--- src/rtl/multicycle_main_fsm_if.sv ---
// Control bundle between the multicycle main FSM and the datapath.
// The FSM side (master) reads the opcode and ALU zero flag and drives every
// mux select and write enable; the datapath side (slave) does the reverse.
interface multicycle_main_fsm_if;
  logic [6:0] op;
  logic       Zero;
  logic       PCWrite;
  logic       AdrSrc;
  logic       MemWrite;
  logic       IRWrite;
  logic [1:0] ResultSrc;
  logic [1:0] ALUSrcA;
  logic [1:0] ALUSrcB;
  logic [1:0] ALUOp;
  logic       RegWrite;
  logic [3:0] state_o;

  modport master (
    input  op, Zero,
    output PCWrite, AdrSrc, MemWrite, IRWrite, ResultSrc,
           ALUSrcA, ALUSrcB, ALUOp, RegWrite, state_o
  );

  modport slave (
    output op, Zero,
    input  PCWrite, AdrSrc, MemWrite, IRWrite, ResultSrc,
           ALUSrcA, ALUSrcB, ALUOp, RegWrite, state_o
  );
endinterface

--- src/rtl/multicycle_main_fsm.sv ---
// Main control FSM of the multicycle RISC-V core. Sequences each instruction
// through Fetch/Decode/Execute/Memory/Writeback, one state per clock, and
// drives the datapath selects, write enables and the ALUOp field.
module multicycle_main_fsm (
  input  logic                  clk,
  input  logic                  reset,
  multicycle_main_fsm_if.master bus
);

  typedef enum logic [3:0] {
    S_FETCH    = 4'd0,
    S_DECODE   = 4'd1,
    S_MEMADR   = 4'd2,
    S_MEMREAD  = 4'd3,
    S_MEMWB    = 4'd4,
    S_MEMWRITE = 4'd5,
    S_EXECUTER = 4'd6,
    S_EXECUTEI = 4'd7,
    S_ALUWB    = 4'd8,
    S_BEQ      = 4'd9,
    S_JAL      = 4'd10
  } state_e;

  localparam logic [6:0] OP_LW    = 7'b0000011;
  localparam logic [6:0] OP_SW    = 7'b0100011;
  localparam logic [6:0] OP_RTYPE = 7'b0110011;
  localparam logic [6:0] OP_ITYPE = 7'b0010011;
  localparam logic [6:0] OP_BEQ   = 7'b1100011;
  localparam logic [6:0] OP_JAL   = 7'b1101111;

  state_e     state_q, state_d;

  logic       pc_update;
  logic       branch;
  logic       adr_src;
  logic       mem_write;
  logic       ir_write;
  logic       reg_write;
  logic [1:0] result_src;
  logic [1:0] alu_src_a;
  logic [1:0] alu_src_b;
  logic [1:0] alu_op;

  // State register; reset drops straight back to FETCH without a clock.
  always_ff @(posedge clk or posedge reset) begin
    if (reset) begin
      state_q <= S_FETCH;
    end else begin
      // NOTE: non-blocking so every flop samples pre-edge values, no ordering races.
      state_q <= state_d;
    end
  end

  // Next-state decode and Moore outputs for the current state.
  always_comb begin
    // NOTE: every output gets a default first, so no path leaves one unassigned (no latch).
    state_d    = S_FETCH;
    pc_update  = 1'b0;
    branch     = 1'b0;
    adr_src    = 1'b0;
    mem_write  = 1'b0;
    ir_write   = 1'b0;
    reg_write  = 1'b0;
    result_src = 2'b00;
    alu_src_a  = 2'b00;
    alu_src_b  = 2'b00;
    alu_op     = 2'b00;

    case (state_q)
      S_FETCH: begin
        // PC + 4 computed and written while the instruction is latched.
        ir_write   = 1'b1;
        alu_src_b  = 2'b10;
        result_src = 2'b10;
        pc_update  = 1'b1;
        state_d    = S_DECODE;
      end
      S_DECODE: begin
        // OldPC + imm: branch/jump target parked in ALUOut.
        alu_src_a = 2'b01;
        alu_src_b = 2'b01;
        unique case (bus.op)
          OP_LW, OP_SW: state_d = S_MEMADR;
          OP_RTYPE:     state_d = S_EXECUTER;
          OP_ITYPE:     state_d = S_EXECUTEI;
          OP_BEQ:       state_d = S_BEQ;
          OP_JAL:       state_d = S_JAL;
          default:      state_d = S_FETCH;
        endcase
      end
      S_MEMADR: begin
        alu_src_a = 2'b10;
        alu_src_b = 2'b01;
        state_d   = (bus.op == OP_LW) ? S_MEMREAD : S_MEMWRITE;
      end
      S_MEMREAD: begin
        adr_src = 1'b1;
        state_d = S_MEMWB;
      end
      S_MEMWB: begin
        result_src = 2'b01;
        reg_write  = 1'b1;
        state_d    = S_FETCH;
      end
      S_MEMWRITE: begin
        adr_src   = 1'b1;
        mem_write = 1'b1;
        state_d   = S_FETCH;
      end
      S_EXECUTER: begin
        alu_src_a = 2'b10;
        alu_op    = 2'b10;
        state_d   = S_ALUWB;
      end
      S_EXECUTEI: begin
        alu_src_a = 2'b10;
        alu_src_b = 2'b01;
        alu_op    = 2'b10;
        state_d   = S_ALUWB;
      end
      S_ALUWB: begin
        reg_write = 1'b1;
        state_d   = S_FETCH;
      end
      S_BEQ: begin
        // rs1 - rs2 sets Zero; the target from DECODE sits on ALUOut.
        alu_src_a = 2'b10;
        alu_op    = 2'b01;
        branch    = 1'b1;
        state_d   = S_FETCH;
      end
      S_JAL: begin
        // OldPC + 4 is the link value; PC takes the target from ALUOut.
        alu_src_a = 2'b01;
        alu_src_b = 2'b10;
        pc_update = 1'b1;
        state_d   = S_ALUWB;
      end
      default: begin
        // Codes 11-15: all outputs idle, recover to FETCH.
        state_d = S_FETCH;
      end
    endcase
  end

  // Write enables are gated by reset so nothing commits while it is held.
  assign bus.PCWrite   = ~reset & (pc_update | (branch & bus.Zero));
  assign bus.IRWrite   = ~reset & ir_write;
  assign bus.MemWrite  = ~reset & mem_write;
  assign bus.RegWrite  = ~reset & reg_write;
  assign bus.AdrSrc    = adr_src;
  assign bus.ResultSrc = result_src;
  assign bus.ALUSrcA   = alu_src_a;
  assign bus.ALUSrcB   = alu_src_b;
  assign bus.ALUOp     = alu_op;
  assign bus.state_o   = state_q;

endmodule

--- src/flat_wrapper.sv ---
// flat-port wrapper written by rule: the top's interface ports become plain ports
module multicycle_main_fsm_flat 
  (clk, reset, bus_op, bus_Zero, bus_PCWrite, bus_AdrSrc, bus_MemWrite, bus_IRWrite, bus_ResultSrc, bus_ALUSrcA, bus_ALUSrcB, bus_ALUOp, bus_RegWrite, bus_state_o);
  multicycle_main_fsm_if bus_i ();
  input  logic clk;
  input  logic reset;
  input wire logic [$bits(bus_i.op)-1:0] bus_op;
  input wire logic [$bits(bus_i.Zero)-1:0] bus_Zero;
  output wire logic [$bits(bus_i.PCWrite)-1:0] bus_PCWrite;
  output wire logic [$bits(bus_i.AdrSrc)-1:0] bus_AdrSrc;
  output wire logic [$bits(bus_i.MemWrite)-1:0] bus_MemWrite;
  output wire logic [$bits(bus_i.IRWrite)-1:0] bus_IRWrite;
  output wire logic [$bits(bus_i.ResultSrc)-1:0] bus_ResultSrc;
  output wire logic [$bits(bus_i.ALUSrcA)-1:0] bus_ALUSrcA;
  output wire logic [$bits(bus_i.ALUSrcB)-1:0] bus_ALUSrcB;
  output wire logic [$bits(bus_i.ALUOp)-1:0] bus_ALUOp;
  output wire logic [$bits(bus_i.RegWrite)-1:0] bus_RegWrite;
  output wire logic [$bits(bus_i.state_o)-1:0] bus_state_o;
  assign bus_i.op = bus_op;
  assign bus_i.Zero = bus_Zero;
  assign bus_PCWrite = bus_i.PCWrite;
  assign bus_AdrSrc = bus_i.AdrSrc;
  assign bus_MemWrite = bus_i.MemWrite;
  assign bus_IRWrite = bus_i.IRWrite;
  assign bus_ResultSrc = bus_i.ResultSrc;
  assign bus_ALUSrcA = bus_i.ALUSrcA;
  assign bus_ALUSrcB = bus_i.ALUSrcB;
  assign bus_ALUOp = bus_i.ALUOp;
  assign bus_RegWrite = bus_i.RegWrite;
  assign bus_state_o = bus_i.state_o;
  multicycle_main_fsm u_core (.clk(clk), .reset(reset), .bus(bus_i));
endmodule
--- config.mk ---
export PLATFORM = sky130hd
export DESIGN_NAME = multicycle_main_fsm_flat
export DESIGN_NICKNAME = d
export VERILOG_FILES = /design/src/rtl/multicycle_main_fsm_if.sv /design/src/rtl/multicycle_main_fsm.sv /design/src/flat_wrapper.sv
export SDC_FILE = /design/constraint.sdc
export NUM_CORES = 1
export LEC_CHECK = 0
export BUFFER_PORTS_ARGS = -buffer_cell sky130_fd_sc_hd__buf_4
export CAP_MARGIN = 30
export CELL_PAD_IN_SITES_DETAIL_PLACEMENT = 1
export CELL_PAD_IN_SITES_GLOBAL_PLACEMENT = 2
export CORE_ASPECT_RATIO = 0.8
export CORE_MARGIN = 2
export CORE_UTILIZATION = 22
export CTS_CLUSTER_DIAMETER = 200
export DETAILED_ROUTE_END_ITERATION = 10
export PLACE_DENSITY_LB_ADDON = 0.05
export SETUP_SLACK_MARGIN = 0.02
export SLEW_MARGIN = 10
export SYNTH_ARGS = -nofsm -noshare
export SYNTH_HDL_FRONTEND = slang
export SYNTH_SLANG_ARGS = --single-unit
export TNS_END_PERCENT = 1
--- constraint.sdc ---
create_clock -name clk -period 1.7 [get_ports clk]
set_clock_uncertainty 0.15 [all_clocks]
set_input_delay 0.34 -clock clk [delete_from_list [all_inputs] [get_ports clk]]
set_output_delay 0.34 -clock clk [all_outputs]
set_load 0.02 [all_outputs]
==> flow_summary.toml, run 1 <==
[logic_synthesis]
synth-simple-area-share_pct = 42.05
synth_compound_area_share_pct = 21.79
synth_edf_count = 0
seq_area_frac_synth_pct = 20.51
synth.mux.area_fraction_pct = 0
synth.avg_cell_area_um2 = 8.271
synth_nets = 69
async_flop_share_pct = 100.0
ys.flop_type = "dfrtp_1"
ys_ff_latch = 4
synthAdderAreaFrac_pct = 0
synth_top_family_by_area = "simple AND/OR/NAND/NOR gates"
ys_types = 34
synth_xor_xnor_area_share_pct = 7.179
synth_cells = 59
syn_area_um2 = 488.0
ys_warn_count = 0

[grt]
grt_pass1_vias = 612
grt_util_met3_pct = 1.685
use_met2_pct = 23.72
antenna_found_initial = 0
grt-busiest-layer = "met2"
grt_max_degree = 11
grtUsageMet1_pct = 20.85
grt_overflow = 0
grt.total_usage_pct = 14.50
grt_pass1_wl_mm = 2.932

[cells_and_area]
n_antenna_cell = 0
final_common_cell = "buf_4"
layout_common_cells = "buf_4, buf_6, nor2_1, nor3_2, dfrtp_2"
drive_above_1_share_pct = 76.19
largest_register_ffs = 4
syn2layout_area_growth_pct = 121.3
final_nets = 116

[floorplan]
die-height_um = 46.13
num_rows = 15
fp.dieArea_um2 = 2613
io_pins = 27
die-width_um = 56.66
start_util_pct = 23.01
core_um2 = 2121

[min_path]
hold_path_class = "in -> reg"

[worst_setup_path]
path_max_fanout = 5
critPathLaunchType = "register"
crit_type = "reg -> out"
worstPathArrival_ns = 1.38
endpoint_kind = "output pin"
required_ns = 1.21

[timing]
relSlewSlack_pct = 81.36
min_period_over_period_pct = 109.8
worst_pin_slew_ns = 0.2789
setup_ws_ns = -0.1662
max_freq_mhz = 535.9
hold_viol = 0
layout_min_cycle_time_ns = 1.866
rsz0062_at_grt = "yes"
finalSetupViolCount = 12
timing.setup.tns_ns = -1.278
slew_violations = 0
whs_ns = 0.2550

[flow_run]
max_cap_viol_count = 0

[clock_network]
h-tree-depth = 1
clkSlewWorstSetupHoldPaths_ns = 0.05
cts_tree = "built"
cts.sinks = 4
clk_latency_ns = 0.24
root_buffer = "clkbuf_4"
numCtsBuffers = 3
cts_buffer_depth = 2

[placed_design]
dp_hpwl_mm = 1.394
gp_congestion = 0.7447
port_buffers = 26

[route]
wirelength_mm = 1.905
drtPass1Iterations = 2
dr.first_iter.drc_count = 8
wl_per_cell_um = 14.65
antenna_left = 0
num_vias = 624
drc = 0
via_per_inst = 4.800

[power_and_ir_drop]
p_per_area_nw_per_um2 = 972.0
max-vdd-ir-drop_uv = 485.6
p_leak_nw = 0.4786

[status]
failed_checks = "negative setup slack"
status = "finished with violations"
[per-layer routing]
| layer | up-vias | wire, um |
|---|---|---|
| met5 | - | 0 |
| met4 | 0 | 0 |
| met3 | 0 | 48 |
| met2 | 11 | 911 |
| met1 | 305 | 945 |
| li1 | 308 | - |
[metrics by stage]
step           utilization, %  power, mW  setup slack, ns  cells  cell area [um2]
2_1_floorplan               -     0.5152         -0.07680     59            555.5
3_3_place_gp            39.76     0.7840          0.04974    119            843.3
3_5_place_dp            39.76     0.7845          0.02712    119            843.3
4_1_cts                 44.84     0.9937          -0.1618    126            950.9
5_1_grt                 50.91      1.125          -0.2386    130             1080
6_report                50.91      1.050          -0.1662    130             1080
[kinds of logic after synthesis]
family                    count (synthesis)
xor gates and xnor gates                  4
and+or+nand+nor                          30
buffers and inverters                     8
DFF                                       4
AOI/OAI and AO/OA                        13
[critical path, stage by stage, from the launching register on]
cell	delay [ns]
dfrtp_2	0.47
xor2_2	0.18
nand2b_4	0.15
a211oi_4	0.20
buf_6	0.14
[timing repair]
action | in CTS | in global routing
endpoints found under the setup margin | 13 | 15
hold endpoints to repair | 4 | 0
pin swaps | 2 | 4
hold buffers | 1 | 0
gates resized for setup | 13 | 18
setup buffers | 2 | 4
[cell usage after synthesis (2+ instances only)]
cell type / count / area share, %
a211oi_1: 2 / 3.1
a21bo_1: 2 / 4.1
a21oi_1: 2 / 2.1
buf_2: 3 / 3.1
dfrtp_1: 4 / 21
inv_1: 3 / 2.3
nand2_1: 2 / 1.5
nand2b_1: 3 / 3.8
nor2_1: 7 / 5.4
nor3_1: 4 / 4.1
nor4_1: 2 / 2.6
xnor2_1: 2 / 3.6
xor2_1: 2 / 3.6
[final cells by class]
type / count / area (um2)
tap: 25 / 31.28
clock buffer: 4 / 26.28
multi-input combinational: 47 / 499.2
inverter: 3 / 11.26
fill: 244 / 1041
sequential: 4 / 105.1
timing repair buffer: 47 / 406.6
[where the power goes]
group | switching (mW) | internal [mW] | leakage [nW]
logic | 0.380 | 0.392 | 0.416
clock network | 0.0504 | 0.0888 | 0.0150
registers | 0.0261 | 0.113 | 0.0476
[final timing paths]
| path | slack (ns) | start | cells past startpoint | to |
|---|---|---|---|---|
| setup / recovery | -0.17 | u_core.bus.state_o[1]$_DFF_PP0_ | 4 | bus_PCWrite |
| hold / removal | 0.25 | bus_op[4] | 3 | u_core.bus.state_o[0]$_DFF_PP0_ |
| setup reg to reg | 0.06 | u_core.bus.state_o[3]$_DFF_PP0_ | 4 | u_core.bus.state_o[0]$_DFF_PP0_ |
| hold reg to reg | 0.51 | u_core.bus.state_o[3]$_DFF_PP0_ | 2 | u_core.bus.state_o[2]$_DFF_PP0_ |
| max in group asynchronous | 0.76 | reset | 4 | u_core.bus.state_o[1]$_DFF_PP0_ |
| min in group asynchronous | 0.51 | reset | 4 | u_core.bus.state_o[3]$_DFF_PP0_ |
No activity file was read; power rests on OpenSTA's default activity.
==> inputs of run 2 (changes only) <==
Settings changed: CORE_UTILIZATION 22 to 23, CTS_BUF_LIST from default to sky130_fd_sc_hd__clkbuf_8.
==> run 2 against run 1 <==
Effect of this change: the run still ends with negative setup slack left; total power increased by 5.5%; clock-buffer cell count decreased by 1; setup slack got worse by 0.028 ns; via count increased by 0.48%; die area decreased by 4.0%; cell count decreased by 3.1%; clock power increased by 55%; flip-flop and latch count unchanged; critical path depth increased by 1; maximum frequency decreased by 1.5%; non-clock buffer count decreased by 3; sequential share of layout area increased by 0.27 points.
==> flow_summary.toml, run 2 (same netlist as run 1, synthesis figures left out) <==
[status]
status = "finished with violations"
failed_checks = "negative setup slack"

[worst_setup_path]
timing.rr.end = "u_core.bus.state_o[0]$_DFF_PP0_"
critPathLaunchType = "register"
max_stage_delay_ns = 0.45
worstPathArrival_ns = 1.40
endpoint_kind = "output pin"
cpMostUsedCell = "buf_4"
required_ns = 1.21
crit_cells = 5
crit_buf_inv = 2
cp_top_family = "flip-flops"
r2r-start = "u_core.bus.state_o[1]$_DFF_PP0_"
rr_worst_depth = 5
path_cells = "buf_4 -> xnor2_2 -> a21oi_1 -> nor2_2 -> buf_4"
startpoint = "u_core.bus.state_o[1]$_DFF_PP0_"
setup.worst_path.end = "bus_ALUSrcB[0]"
crit_type = "reg -> out"
crit_slowest_cell = "dfrtp_2"
path_max_fanout = 5
r2r_slack_ns = -0.04

[cells_and_area]
n_antenna_cell = 0
drive_above_1_share_pct = 67.65
final_common_cell = "buf_4"
n_fill_cell = 226
layout_common_cells = "buf_4, buf_6, nor2_1"
fin_util_pct = 54.05
largest_register_ffs = 4
syn2layout_area_growth_pct = 115.4
final_nets = 113

[grt]
grt.total_usage_pct = 16.17
antenna_found_initial = 0
grt_overflow = 0
grt_max_degree = 10
grt_pass1_wl_mm = 2.980
grt_pass1_vias = 613

[placed_design]
port_buffers = 26
dp_hpwl_mm = 1.361
gp_congestion = 0.7438

[route]
via_per_inst = 4.976
drc = 0
wirelength_mm = 1.904
num_vias = 627
antenna_left = 0
wl_per_cell_um = 15.11
dr.first_iter.drc_count = 9
drtPass1Iterations = 4

[timing]
worst_pin_slew_ns = 0.3701
timing.setup.tns_ns = -1.323
relSlewSlack_pct = 74.98
slew_violations = 0
finalSetupViolCount = 13
setup_ws_ns = -0.1942
rsz0062_at_grt = "yes"
max_freq_mhz = 527.9
layout_min_cycle_time_ns = 1.894
hold_viol = 0
min_period_over_period_pct = 111.4

[clock_network]
h-tree-depth = 1
root_buffer = "clkbuf_8"
cts.sinks = 4
clkSlewWorstSetupHoldPaths_ns = 0.04
numCtsBuffers = 3
cts_tree = "built"
clk_latency_ns = 0.22
cts_buffer_depth = 2

[min_path]
hold_path_class = "in -> reg"
min-delay-start = "bus_op[1]"

[power_and_ir_drop]
p_leak_nw = 0.4632
max-vdd-ir-drop_uv = 714.1
p_per_area_nw_per_um2 = 1054

[floorplan]
num_rows = 14
fp.dieArea_um2 = 2508
core_um2 = 1944
start_util_pct = 25.10
io_pins = 27
die-width_um = 55.50
die-height_um = 45.20

[flow_run]
max_cap_viol_count = 0
run 2: cell type report:
type                            count  area (um2)  area share, %
Timing Repair Buffer               44       387.9          36.90
Clock inverter                      1       3.754         0.3571
Tap cell                           24       30.03          2.857
Clock buffer                        3       41.29          3.929
Sequential cell                     4       105.1          10.00
Inverter                            3       11.26          1.071
Multi-Input combinational cell     47       471.7          44.88
run 2: timing repair:
action                     CTS  global route
setup endpoints to repair   13            14
hold buffers                 1             0
buffers inserted             3             1
pin swaps                    3             1
resized for setup           15             6
hold endpoints to repair     4             0
run 2: per-layer routing:
metal  global-route usage [%]  up-vias  wire length [um]
li1                         -      306                 -
met1                    20.21      296               825
met2                    26.67       21               932
met3                    6.017        4               114
met4                    4.390        0                31
met5                        0        -                 0
run 2: power by group:
part           internal (mW)  switching, mW  total (mW)
clock network          0.155         0.0609       0.216
registers              0.113         0.0336       0.146
logic                  0.385          0.361       0.746
total                  0.653          0.455        1.11
run 2: through the flow:
step           hold slack, ns  total power [mW]  cell area [um2]  instances  setup slack, ns
2_1_floorplan        -0.03536            0.5152            555.5         59         -0.07680
3_3_place_gp           0.1499            0.7916            859.6        117          0.05104
3_5_place_dp           0.1460            0.7974            859.6        117          0.04201
4_1_cts                0.2759             1.084             1006        125          -0.1600
5_1_grt                0.2795             1.182             1051        126          -0.2451
6_report               0.2706             1.108             1051        126          -0.1942
run 2: how the worst min path moves through the flow:
stage / endpoint / slack [ns] / cells after the start
2_1_floorplan: u_core.bus.state_o[2]$_DFF_PP0_ / -0.04 / 1
3_3_place_gp: u_core.bus.state_o[2]$_DFF_PP0_ / 0.15 / 2
3_5_place_dp: u_core.bus.state_o[2]$_DFF_PP0_ / 0.15 / 2
4_1_cts: u_core.bus.state_o[1]$_DFF_PP0_ / 0.28 / 3
5_1_grt: u_core.bus.state_o[1]$_DFF_PP0_ / 0.28 / 3
6_report: u_core.bus.state_o[1]$_DFF_PP0_ / 0.27 / 3
run 2: worst reg2reg max path: cells and delay by family, from the launching register on:
| family | cells | cell delay [ns] |
|---|---|---|
| simple gates | 2 | 0.62 |
| flops | 1 | 0.45 |
| buf+inv | 2 | 0.28 |
| compound gates | 1 | 0.14 |
==> inputs of run 3 (changes only) <==
Settings changed: SETUP_SLACK_MARGIN 0.02 to default, SLEW_MARGIN 10 to default.
==> run 3 against run 2 <==
Effect of this change: routed wire length decreased by 6.9%; largest cell class unchanged; setup slack improved by 0.028 ns; the run still ends with negative setup slack left; sequential power up 3%; first-iteration DRC count fell by 22%.
==> flow_summary.toml, run 3 (same netlist as run 1, synthesis figures left out) <==
[worst_setup_path]
endpoint_kind = "output pin"
path_cells = "xor2_1 -> nand2b_4 -> a211oi_4 -> buf_6"
required_ns = 1.21
cp_top_family = "flip-flops"
crit_slowest_cell = "dfrtp_2"
crit_buf_inv = 1
path_max_fanout = 5
critPathLaunchType = "register"
crit_type = "reg -> out"
max_stage_delay_ns = 0.43
worstPathArrival_ns = 1.38

[grt]
antenna_found_initial = 0
grt_pass1_wl_mm = 2.808
grt_overflow = 0
grt.total_usage_pct = 15.14
grt_max_degree = 10
grt_pass1_vias = 593

[floorplan]
core_um2 = 1944
die-height_um = 45.20
io_pins = 27
num_rows = 14
die-width_um = 55.50
start_util_pct = 25.10
fp.dieArea_um2 = 2508

[clock_network]
h-tree-depth = 1
cts_tree = "built"
cts_buffer_depth = 2
clkSlewWorstSetupHoldPaths_ns = 0.03
clk_latency_ns = 0.22
cts.sinks = 4
numCtsBuffers = 3
root_buffer = "clkbuf_8"

[route]
drtPass1Iterations = 3
wirelength_mm = 1.772
dr.first_iter.drc_count = 7
drc = 0
antenna_left = 0
via_per_inst = 4.927
wl_per_cell_um = 14.29
num_vias = 611

[timing]
slew_violations = 0
hold_viol = 0
min_period_over_period_pct = 109.8
relSlewSlack_pct = 79.70
worst_pin_slew_ns = 0.3003
max_freq_mhz = 535.8
whs_ns = 0.2749
layout_min_cycle_time_ns = 1.866
setup_ws_ns = -0.1665
rsz0062_at_grt = "yes"
finalSetupViolCount = 11
timing.setup.tns_ns = -1.171

[cells_and_area]
final_area_um2 = 1011
syn2layout_area_growth_pct = 107.2
final_nets = 111
drive_above_1_share_pct = 67.00
largest_register_ffs = 4
finalNonFillerCells = 124
layout_common_cells = "buf_4, buf_6, nor2_1, nor3_2"
n_antenna_cell = 0
final_common_cell = "buf_4"

[placed_design]
gp_congestion = 0.7393
placed_area_um2 = 822.0
place_inst = 114
dp_hpwl_mm = 1.353
port_buffers = 26
dpl_worst_slack_ns = 0.02484

[status]
failed_checks = "negative setup slack"
status = "finished with violations"

[flow_run]
max_cap_viol_count = 0

[power_and_ir_drop]
p_leak_nw = 0.4477
p_per_area_nw_per_um2 = 1081
max-vdd-ir-drop_uv = 527.0

[min_path]
hold_path_class = "in -> reg"
==> run 3: cell types whose count changed in the layout (fill, tap and decap cells not counted), sizes merged <==
cell / delta
buf: -2
==> run 3: final timing paths <==
path	from	endpoint	slack (ns)	cells after the start
hold reg to reg	u_core.bus.state_o[2]$_DFF_PP0_	u_core.bus.state_o[2]$_DFF_PP0_	0.50	2
min in group asynchronous	reset	u_core.bus.state_o[2]$_DFF_PP0_	0.54	4
setup / recovery	u_core.bus.state_o[1]$_DFF_PP0_	bus_PCWrite	-0.17	4
hold / removal	bus_op[0]	u_core.bus.state_o[1]$_DFF_PP0_	0.27	3
max in group asynchronous	reset	u_core.bus.state_o[1]$_DFF_PP0_	0.74	4
setup reg to reg	u_core.bus.state_o[1]$_DFF_PP0_	u_core.bus.state_o[0]$_DFF_PP0_	-0.04	5
==> run 3: area by class of cell <==
cell class                 count  area (um2)
timing repair buffer          42       372.9
clock inverter                 1       3.754
sequential                     4       103.9
multi-input combinational     47       447.9
tap                           24       30.03
clock buffer                   3       41.29
fill                         235       933.4
inverter                       3       11.26
==> run 3: stage by stage <==
| step | util, % | total power, mW |
|---|---|---|
| global placement | 42.28 | 0.7488 |
| floorplan | - | 0.4979 |
| finish | 51.99 | 1.093 |
| detailed placement | 42.28 | 0.7552 |
| global route | 51.99 | 1.156 |
| CTS | 48.65 | 1.047 |
==> run 3: routing by layer <==
| metal | GRT usage [%] | part of all wire [%] |
|---|---|---|
| met5 | 0 | 0 |
| met4 | 7.317 | 1.5 |
| met3 | 3.438 | 4.6 |
| met2 | 24.52 | 47 |
| met1 | 19.48 | 46 |
==> run 3: timing repair <==
item | CTS | global route
hold buffers | 1 | 0
endpoints found under the setup margin | 12 | 14
pin swaps | 1 | 3
setup buffers | 2 | 3
endpoints found under the hold margin | 4 | 0
resized for setup | 14 | 6
==> run 3: power breakdown <==
group          internal, mW  switching, mW
Combinational         0.374          0.359
Clock                 0.154         0.0564
Sequential            0.113         0.0368
==> run 3: worst min-delay path, cell delays in order <==
cell       delay [ns]
buf_4            0.13
nand4bb_4        0.09
a211oi_1         0.05
